===== src/rtl/hex_step_counter_pkg.sv =====
// hex_step_counter_pkg: shared FSM states, direction codes and simulation-size timing
package hex_step_counter_pkg;
  typedef enum logic [1:0] {IDLE, DELAY, REPEAT, WAIT_REL} state_t;
  localparam logic DIR_UP = 1'b0;
  localparam logic DIR_DN = 1'b1;
  localparam int SIM_DEBOUNCE_CYCLES = 4;
  localparam int SIM_REPEAT_DELAY = 20;
  localparam int SIM_REPEAT_RATE = 5;
endpackage


===== src/rtl/key_debounce.sv =====
// key_debounce: 2-flop synchronizer, stability counter and one-cycle press pulse for an active-low key
module key_debounce #(
  parameter int DEBOUNCE_CYCLES = 500000
) (
  input  logic clk,
  input  logic rst_n,
  input  logic key_n,
  output logic level,
  output logic press
);
  localparam int CW = $clog2(DEBOUNCE_CYCLES + 1);
  logic s1, s2;
  logic [CW-1:0] cnt;
  always_ff @(posedge clk or negedge rst_n)
    if (!rst_n) begin
      s1 <= 1'b1;
      s2 <= 1'b1;
      level <= 1'b1;
      cnt <= '0;
      press <= 1'b0;
    end else begin
      s1 <= key_n;
      s2 <= s1;
      press <= 1'b0;
      if (s2 == level) cnt <= '0;
      else if (cnt == CW'(DEBOUNCE_CYCLES - 1)) begin
        level <= ~level;
        cnt <= '0;
        press <= level;
      end else cnt <= cnt + 1'b1;
    end
endmodule


===== src/rtl/hex_step_counter.sv =====
// hex_step_counter: debounced auto-repeating up/down hex counter with parallel load and leading-zero blanking
module hex_step_counter
  import hex_step_counter_pkg::*;
#(
  parameter int DIGITS = 4,
  parameter int DEBOUNCE_CYCLES = 500000,
  parameter int REPEAT_DELAY = 25000000,
  parameter int REPEAT_RATE = 5000000
) (
  input  logic                  clk,
  input  logic                  rst_n,
  input  logic                  key_inc_n,
  input  logic                  key_dec_n,
  input  logic                  key_load_n,
  input  logic [DIGITS*4-1:0]   load_val,
  output logic [DIGITS*4-1:0]   value,
  output logic [DIGITS-1:0]     digit_blank,
  output logic                  step
);
  localparam int W = DIGITS * 4;
  localparam int TW = $clog2((REPEAT_DELAY > REPEAT_RATE ? REPEAT_DELAY : REPEAT_RATE) + 1);
  logic [2:0] keys, lvl, prs;
  state_t state, state_nx;
  logic dir, dir_nx, step_nx, held, load_p;
  logic [TW-1:0] timer, timer_nx;
  logic [W-1:0] val_nx;
  assign keys = {key_load_n, key_dec_n, key_inc_n};
  for (genvar k = 0; k < 3; k++) begin : g_key
    key_debounce #(.DEBOUNCE_CYCLES(DEBOUNCE_CYCLES)) u_db (
      .clk(clk), .rst_n(rst_n), .key_n(keys[k]), .level(lvl[k]), .press(prs[k])
    );
  end
  assign load_p = prs[2] & ~lvl[2];
  assign held = (dir == DIR_DN) ? ~lvl[1] : ~lvl[0];
  always_ff @(posedge clk or negedge rst_n)
    if (!rst_n) begin
      state <= IDLE;
      dir <= DIR_UP;
      timer <= '0;
      value <= '0;
      step <= 1'b0;
    end else begin
      state <= state_nx;
      dir <= dir_nx;
      timer <= timer_nx;
      value <= val_nx;
      step <= step_nx;
    end
  always_comb begin
    state_nx = state;
    dir_nx = dir;
    timer_nx = timer;
    val_nx = value;
    step_nx = 1'b0;
    if (load_p) begin
      val_nx = load_val;
      timer_nx = '0;
      state_nx = (!lvl[0] || !lvl[1]) ? WAIT_REL : IDLE;
    end else
      case (state)
        IDLE:
          if (prs[0] || prs[1]) begin
            if (!lvl[0] && !lvl[1]) state_nx = WAIT_REL;
            else begin
              dir_nx = prs[0] ? DIR_UP : DIR_DN;
              step_nx = 1'b1;
              timer_nx = '0;
              state_nx = DELAY;
            end
          end
        DELAY, REPEAT:
          if (!held) state_nx = IDLE;
          else if (timer == (state == DELAY ? TW'(REPEAT_DELAY - 1) : TW'(REPEAT_RATE - 1))) begin
            step_nx = 1'b1;
            timer_nx = '0;
            state_nx = REPEAT;
          end else timer_nx = timer + 1'b1;
        WAIT_REL: if (lvl[0] && lvl[1]) state_nx = IDLE;
        default: state_nx = IDLE;
      endcase
    if (step_nx) val_nx = (dir_nx == DIR_UP) ? value + 1'b1 : value - 1'b1;
  end
  // digit i blanks when everything from nibble i upward is zero
  always_comb begin
    digit_blank = '0;
    for (int i = 1; i < DIGITS; i++) digit_blank[i] = (value >> (4 * i)) == '0;
  end
endmodule

===== config.mk =====
export PLATFORM = sky130hd
export DESIGN_NAME = hex_step_counter
export DESIGN_NICKNAME = d
export VERILOG_FILES = /design/src/rtl/hex_step_counter_pkg.sv /design/src/rtl/key_debounce.sv /design/src/rtl/hex_step_counter.sv
export SDC_FILE = /design/constraint.sdc
export NUM_CORES = 1
export LEC_CHECK = 0
export CORE_UTILIZATION = 25
export DETAILED_ROUTE_END_ITERATION = 10
export PLACE_DENSITY = 0.42
export SLEW_MARGIN = 0
export SYNTH_ARGS = -nofsm -noshare
export SYNTH_HDL_FRONTEND = slang
export SYNTH_SLANG_ARGS = --single-unit

===== constraint.sdc =====
create_clock -name clk -period 13.14 [get_ports clk]
set_clock_uncertainty 0.2 [all_clocks]
set_input_delay 2.628 -clock clk [delete_from_list [all_inputs] [get_ports clk]]
set_output_delay 2.628 -clock clk [all_outputs]
set_load 0.01 [all_outputs]

==> out/results.txt <==
Wire length per cell - 13.1 µm
Yosys top cell by area - dfrtp_1
Cells after Synth - 669
First-pass GRT wire length - 24000 µm
Vias in the first global route - 4952
Most used DFF post-synth - dfrtp_1
Final Power - 0.000891 W
Final hold vios - 0
Slew Limit Fails - 0
CTS clk-pin slew, worst paths - 0.05 ns
Largest cells by area after synthesis - dfrtp_1 42%, nor2_1 5.9%, xor2_1 5.6%
GRT met3 Usage - 3.51%
H-tree levels - 4
Hold Crit Class - flop to flop
Post-CTS sizing - 0
Cell Pwr Density - 116 nW/µm²
Top cells by count, synth - 105 x dfrtp_1, 98 x nor2_1, 73 x nand2_1, 40 x xor2_1, 38 x o21ai_0
Worst r2r dst - value[14]
Top cell type's share of synthesized area - 41.9%
Nets@finish - 763
Max FO, Critical Path - 4
Port Buffer Count - 40
CTS Buf Count - 17
Inserted Diodes - 0
CTS max path bufs - 2
GR Layer Usage met1 - 15.4%
Synth cell types - 62
Maximum clock frequency - 205 MHz
Total negative slack - 0 ns
DR vias - 4815
DR iter-0 viols - 207
#FFs+latches synth - 114
DP HPWL - 9450 µm
Ys async rst share - 100%
Layout cell share with drive strength beyond 1 - 7.54%
Overflow after GRT - 0
Critical path data arrival time - 2.04 ns
Met2 usage - 18.1%
Crit path kind - flop to output port
Clock latency on the worst-skew pair - 0.42 ns
Flop2flop setup slack - 8.93 ns
Root buf cell - clkbuf_16
Util after Layout - 31.3%
Initial antenna violation count - 0
Mapped Area - 6270 µm²
Slew @ Worst Pin - 1.16 ns
Initial Util - 25.6%
DRT antenna net count - 0
Reg2reg path depth - 14
Synthesized Nets - 716
Final period util - 37.1%
Total track usage - 11.7%
Most common cell in the netlist - dfrtp_1
Max_slew headroom - 22.3%
Row Count - 57
Status - finished, final reports clean
Crit. Startpoint - value[13]
Area growth syn-to-layout - 22.1%
Gr busiest metal - met2
EDFF count, synth - 0
Fin crit period - 4.87 ns
Worst path required time - 10.31 ns
# IOs - 42
Clock sink total - 114
Final Setup Violations - 0
Vias per inst - 4.57
Yosys warnings - 0
Die width - 160 µm
CTS tree - yes
Syn_area_per_cell - 9.37 µm²
Total core area - 24500 µm²
Detailed Route WL - 13800 µm
Worst Setup Start Kind - flop
Hold buffers post-CTS - 0
# DRC - 0
DIE HEIGHT - 160 µm
Total of max-cap violations - 0
GP Congestion - 0.771
Largest net degree at the start of global routing - 64
# Post-CTS Setup Buffers - 0
Total die area - 25700 µm²
Worst r2r src - g_key[2].u_db.level
Worst Setup EP - digit_blank[1]
Kind of capture point of the worst setup path - output port
Peak VDD IR - 0.0680 mV
Hold slack - 0.150 ns
RSZ-0062 raised after global routing - no
Sequential share of the synthesized area - 45.7%
Pleak - 3.19 nW
Drt first pass iters - 4
-- kinds of logic (layout without fill, tap and decap cells) --
kind of cell | after synthesis | after routing | synth area share (%)
flops | 114 | 114 | 45.7
compound gates | 102 | 102 | 10.1
simple gates | 302 | 302 | 23.4
fa+ha+maj | 26 | 26 | 5.31
buf+inv | 35 | 95 | 2.52
mux | 17 | 17 | 2.86
other cells | 1 | 1 | 0.0598
xor+xnor | 72 | 72 | 10.1
-- registers in the layout, indices dropped and copies added (netlist names) --
signal	flops
value	16
state	2
g_key.u_db.cnt	57
timer	25
dir	1
g_key.u_db.level	3
g_key.u_db.s1	3
g_key.u_db.press	3
g_key.u_db.s2	3
step	1
-- power breakdown --
part | total, W | leakage [nW] | switching, W | internal, W
Sequential | 0.000359 | 1.48 | 0.00000324 | 0.000356
Clock | 0.000505 | 0.302 | 0.000164 | 0.000341
Combinational | 0.0000269 | 1.40 | 0.0000157 | 0.0000112
-- layer usage --
layer	vias to the layer above	share of wire, %
met4	0	0.49
met3	4	3.8
met2	79	44
li1	2431	-
met1	2301	52
met5	-	0
-- layout by cell type, fill, tap and decap left out, types with 5 or more instances in the layout --
cell type | netlist | routed
ha_1 | 25 | 25
xnor2_1 | 32 | 32
a21o_1 | 6 | 6
nand4b_1 | 5 | 5
and2_1 | 6 | 6
bufinv_16 | 0 | 5
nand2b_1 | 6 | 6
a21oi_1 | 26 | 26
and3_1 | 17 | 17
clkdlybuf4s50_1 | 0 | 39
nor2_1 | 98 | 98
dfrtp_1 | 105 | 105
or3_1 | 11 | 11
clkbuf_16 | 0 | 17
nand3_1 | 35 | 35
inv_1 | 19 | 19
dfstp_2 | 9 | 9
clkbuf_1 | 8 | 5
mux2i_1 | 13 | 13
nand4_1 | 15 | 15
xor2_1 | 40 | 40
nor4_1 | 10 | 10
o21ai_0 | 38 | 37
buf_4 | 2 | 5
nand2_1 | 73 | 73
-- area by class of cell --
| class | count | area (µm²) |
|---|---|---|
| well taps | 324 | 405 |
| repair buffers | 44 | 428 |
| inverters | 19 | 71.3 |
| clock inverters | 9 | 179 |
| clock buffers | 23 | 458 |
| fillers | 2500 | 16800 |
| multi-input cells | 520 | 3250 |
| flip-flops and latches | 114 | 2860 |
-- critical path: stages (launching register included) --
cell             delay (ns)
dfrtp_1                0.41
nor4_1                 0.47
and3_1                 0.22
clkdlybuf4s50_1        0.53
-- stage by stage --
| step | setup slack [ns] | cells | instance area [µm²] |
|---|---|---|---|
| 3_3_place_gp | 8.68 | 1021 | 7020 |
| 3_5_place_dp | 8.65 | 1021 | 7020 |
| 4_1_cts | 8.20 | 1053 | 7650 |
| 6_report | 8.27 | 1053 | 7650 |
| 5_1_grt | 8.12 | 1053 | 7650 |
| 2_1_floorplan | 8.41 | 669 | 6270 |
-- worst min-delay path by stage --
| stage | startpoint | endpoint | slack [ns] | cells past startpoint |
|---|---|---|---|---|
| finish | g_key[1].u_db.s1 | g_key[1].u_db.s2 | 0.15 | 0 |
| global route | g_key[1].u_db.s1 | g_key[1].u_db.s2 | 0.15 | 0 |
| CTS | g_key[1].u_db.s1 | g_key[1].u_db.s2 | 0.15 | 0 |
| detailed placement | g_key[1].u_db.s1 | g_key[1].u_db.s2 | 0.15 | 0 |
| global placement | g_key[2].u_db.s1 | g_key[2].u_db.s2 | 0.15 | 0 |
| floorplan | g_key[0].u_db.s1 | g_key[0].u_db.s2 | 0.15 | 0 |
(Power assumes the default switching activity.)
==> RTL edit 1: new RTL, config.mk and constraints unchanged <==
Set the parameter `REPEAT_DELAY` to 50000000 (it was 25000000).
--- a/src/rtl/hex_step_counter.sv
+++ b/src/rtl/hex_step_counter.sv
@@ -4,7 +4,7 @@
 #(
   parameter int DIGITS = 4,
   parameter int DEBOUNCE_CYCLES = 500000,
-  parameter int REPEAT_DELAY = 25000000,
+  parameter int REPEAT_DELAY = 50000000,
   parameter int REPEAT_RATE = 5000000
 ) (
   input  logic                  clk,
Check against the original RTL: no difference found for any inputs over 10 cycles, from zero or initial values and one cycle with rst_n low; that may be too few to reach the edited logic, so the function may still have changed.
==> RTL edit 1 against the unedited design <==
- via count is 4.2% higher
- total power is 4.9% lower
- register-to-register slack worse by 270 ps
- sequential cell count is 1 higher
- synthesized area is 2.1% higher
- combinational power is 18% lower
- routed wire length is 5.3% higher
- design area is 0.85% higher
- utilization is 0.55 points lower
- critical path depth stayed put
- largest power group unchanged
- setup slack better by 10 ps
- count of clock-buffer cells in the layout is 1 higher
==> RTL edit 1: results (changes against the unedited design) <==
outcome: finished clean
DP Area: 7130 um^2 (+1.6%)
Regs by FF count: g_key.u_db.cnt: 57 flops, timer: 26 flops, value: 16 flops
top area cells in the synthesized netlist: dfrtp_1 (41%), nor2_1 (6.5%), xor2_1 (4.9%)
WL per Instance: 13.3 um (+1.7%)
share of post-route cells with drive strength above 1: 7.50% (-0.045 points)
compound-gate portion of the synthesized area: 12.2% (+2.2 points)
Worst Hold Depth: 0 (unchanged)
Power per Cell Area: 110 nW/um^2 (-5.7%)
post-place setup slack: 8610 ps (-37.8 ps)
Post-Syn Instances: 708 (+5.8%)
worst-case reg-to-reg path depth: 14 (unchanged)
placed cell count: 1058 (+3.6%)
Synth top cells by count: nor2_1 (111), dfrtp_1 (106), nand2_1 (75)
Min-Delay Endpoint: g_key[0].u_db.s2
postcts setup bufs: 0 (unchanged)
Slowest-stage cell, CP: clkdlybuf4s50_1
P_sw: 0.000181 W (-0.78%)
Placer Congestion: 0.773 (+0.35%)
Crit Path Max Fanout: 4 (unchanged)
largest net degree at the start of global routing: 69 (+7.8%)
Hold Path Origin: g_key[0].u_db.s1
mux cell area share after synthesis: 1.47% (-1.4 points)
clock slew at reported path FFs: 50 ps (about the same)
gr usage total: 12.0% (+0.36 points)
data arrival time at the worst-slack endpoint: 2030 ps
final WL: 14500 um (+5.3%)
syn nets: 755 (+5.4%)
Detailed Place HPWL: 9640 um (+2.0%)
cell family with most CP delay: simple AND/OR/NAND/NOR gates
Synth Area in XOR/XNOR: 8.22% (-1.8 points)
leakage: 3.23 nW (+1.3%)
Peak supply drop: 0.0605 mV (-11%)
Reg-to-Reg End: value[15]
Max Root-Sink Buffers: 2 (unchanged)
final hold slack: 173 ps (+23.2 ps)
TritonRoute pass-1 iters: 6 (+2)
sequential share of the synthesized area: 45.2% (-0.54 points)
Max H-tree Level: 4 (unchanged)
critical path's largest stage delay: 530 ps (about the same)
fillers: 2699 (+8.0%)
Rel. slew slack: 28.4% (+6.1 points)
Synth warnings: 0 (unchanged)
Synth cell types: 61 (-1.6%)
initial DRC count: 226 (+9.2%)
first-pass GRT wire length: 25300 um (+5.2%)
launching point of the worst reg2reg path: state[1]
post-route setup slack: 8280 ps (+10.0 ps)
r2r setup slk: 8660 ps (-270 ps)
NumNets Final: 794 (+4.1%)
sequential power share: 42.7% (+2.4 points)
clk pwr: 0.000463 W (-8.3%)
Vias: 5018 (+4.2%)
adder-cell area share of the yosys netlist: 5.20% (-0.11 points)
## RTL edit 1: cell count changes in the layout (fill, tap and decap cells not counted), sizes merged, moves of 6 or more
| cell | delta |
|---|---|
| a211oi | +7 |
| xnor2 | -8 |
| nor2 | +12 |
| nor3 | +11 |
| a21oi | -6 |
| mux2i | -7 |
| o21ai | +19 |
## RTL edit 1: layer usage
metal	global-route usage, %	up-vias	wire [um]
li1	-	2559	-
met1	16.7	2387	7420
met2	18.3	62	6590
met3	2.48	10	395
met4	4.25	0	140
met5	0	-	0
## RTL edit 1: layout make-up
type | count | area, um^2 | share of cell area (%)
well taps | 330 | 413 | 5.35
clock buffers | 24 | 492 | 6.37
flip-flops and latches | 115 | 2890 | 37.4
repair buffers | 44 | 428 | 5.54
clock inverters | 8 | 100 | 1.30
multi-input cells | 552 | 3330 | 43.2
inverters | 17 | 63.8 | 0.827
==> RTL edit 2: new RTL, config.mk and constraints unchanged <==
Without the edit above. Encoding of `state_t`: now one-hot (4 bits for 4 states).
--- a/src/rtl/hex_step_counter_pkg.sv
+++ b/src/rtl/hex_step_counter_pkg.sv
@@ -1,6 +1,6 @@
 // hex_step_counter_pkg: shared FSM states, direction codes and simulation-size timing
 package hex_step_counter_pkg;
-  typedef enum logic [1:0] {IDLE, DELAY, REPEAT, WAIT_REL} state_t;
+  typedef enum logic [3:0] {IDLE = 4'b0001, DELAY = 4'b0010, REPEAT = 4'b0100, WAIT_REL = 4'b1000} state_t;
   localparam logic DIR_UP = 1'b0;
   localparam logic DIR_DN = 1'b1;
   localparam int SIM_DEBOUNCE_CYCLES = 4;
Formal check against the unedited RTL: no difference found for any inputs over 10 cycles, from zero or initial values and one cycle with rst_n low; not proved beyond that.
==> RTL edit 2 against the unedited design <==
- first-iteration DRC count up 41%
- total power down 2.9%
- sequential cell count up 2
- die area up 0.53%
- register-to-register slack worse by 700 ps
- routed wire length up 8.1%
- combinational power down 23%
- setup slack worse by 82 ps
- synthesized area up 0.54%
- via count up 3.2%
- design area up 0.13%
- critical path type unchanged
- critical endpoint unchanged
- largest cell class unchanged
==> RTL edit 2: results (changes against the unedited design) <==
clk pwr: 0.000480 W (-5.0%)
FFs & Latches: 116 (+1.8%)
# clk buffers: 18 (-22%)
outcome: finished clean
Pint: 0.000670 W (-5.4%)
NumNets Final: 746 (-2.2%)
multi-input logic area: 3230 um^2 (-0.42%)
metal2 WL: 7070 um (+16%)
vias in the first global route: 5115 (+3.3%)
wl on met1: 7180 um (+0.77%)
TritonRoute pass-1 iters: 5 (+1)
data arrival time at the worst-slack endpoint: 2120 ps (+80 ps)
post-synth top area share: 42.1% (+0.17 points)
initial DRC count: 291 (+41%)
Detailed Place HPWL: 10300 um (+9.0%)
Placer Congestion: 0.792 (+2.8%)
Logic pwr share: 2.4% (-0.6 points)
syn nets: 701 (-2.1%)
routed wl met3: 501 um (-4.4%)
first-pass GRT wire length: 25100 um (+4.7%)
met3 Usage GRT: 3.07% (-0.44 points)
buffering overhead: 5.58% (-0.0073 points)
GRT met2 Usage: 20.0% (+1.9 points)
Synth cell types: 69 (+11%)
met1 Usage GRT: 15.2% (-0.24 points)
Vias: 4967 (+3.2%)
leakage: 3.16 nW (-0.90%)
#MultiIn Comb: 506 (-2.7%)
Peak supply drop: 0.0609 mV (-10%)
fraction of area in registers: 38.0% (+0.62 points)
RTL edit 2: cell count changes after synthesis, moves of 6 or more:
cell	before	now
o21ai_0	38	30
nand2_1	73	49
a211oi_1	0	6
a22oi_1	0	9
nor3_1	4	18
nand3_1	35	28
mux2i_1	13	1
and3_1	17	10
RTL edit 2: cell families (layout without fill, tap and decap cells):
family	after synthesis	after routing	synth area share, %
XOR/XNOR	73	73	10.1
AO/OA/AOI/OAI	115	115	12.6
other	1	1	0.0595
flip-flops	116	116	46.3
adder cells (fa/ha/maj)	21	21	4.29
AND/OR/NAND/NOR	291	291	23.3
buffers and inverters	37	95	2.44
multiplexers	5	5	0.874
RTL edit 2: path summary, 6_finish.rpt:
check | startpoint | end | slack (ps) | depth (start not counted)
setup / recovery | value[4] | digit_blank[1] | 8190 | 3
hold / removal | g_key[0].u_db.s1 | g_key[0].u_db.s2 | 160 | 0
setup reg to reg | state[0] | value[12] | 8230 | 14
hold reg to reg | g_key[0].u_db.s1 | g_key[0].u_db.s2 | 160 | 0
max in group asynchronous | rst_n | g_key[2].u_db.cnt[16] | 9340 | 2
min in group asynchronous | rst_n | timer[22] | 2020 | 1
RTL edit 2: through the flow:
stage          cell area (um^2)  power [W]  cells  hold WS (ps)  worst slack, ps
2_1_floorplan              6300   0.000376    659           145             8220
3_3_place_gp               7050   0.000392   1009           147             8380
5_1_grt                    7660   0.000901   1041           164             7890
6_report                   7660   0.000866   1041           157             8190
4_1_cts                    7660   0.000883   1041           158             8090
3_5_place_dp               7050   0.000392   1009           149             8310
RTL edit 2: critical path: cells and delay by family, from the launching register on:
kind	cells	cell delay, ps
simple gates	2	750
buf+inv	1	530
flops	1	420
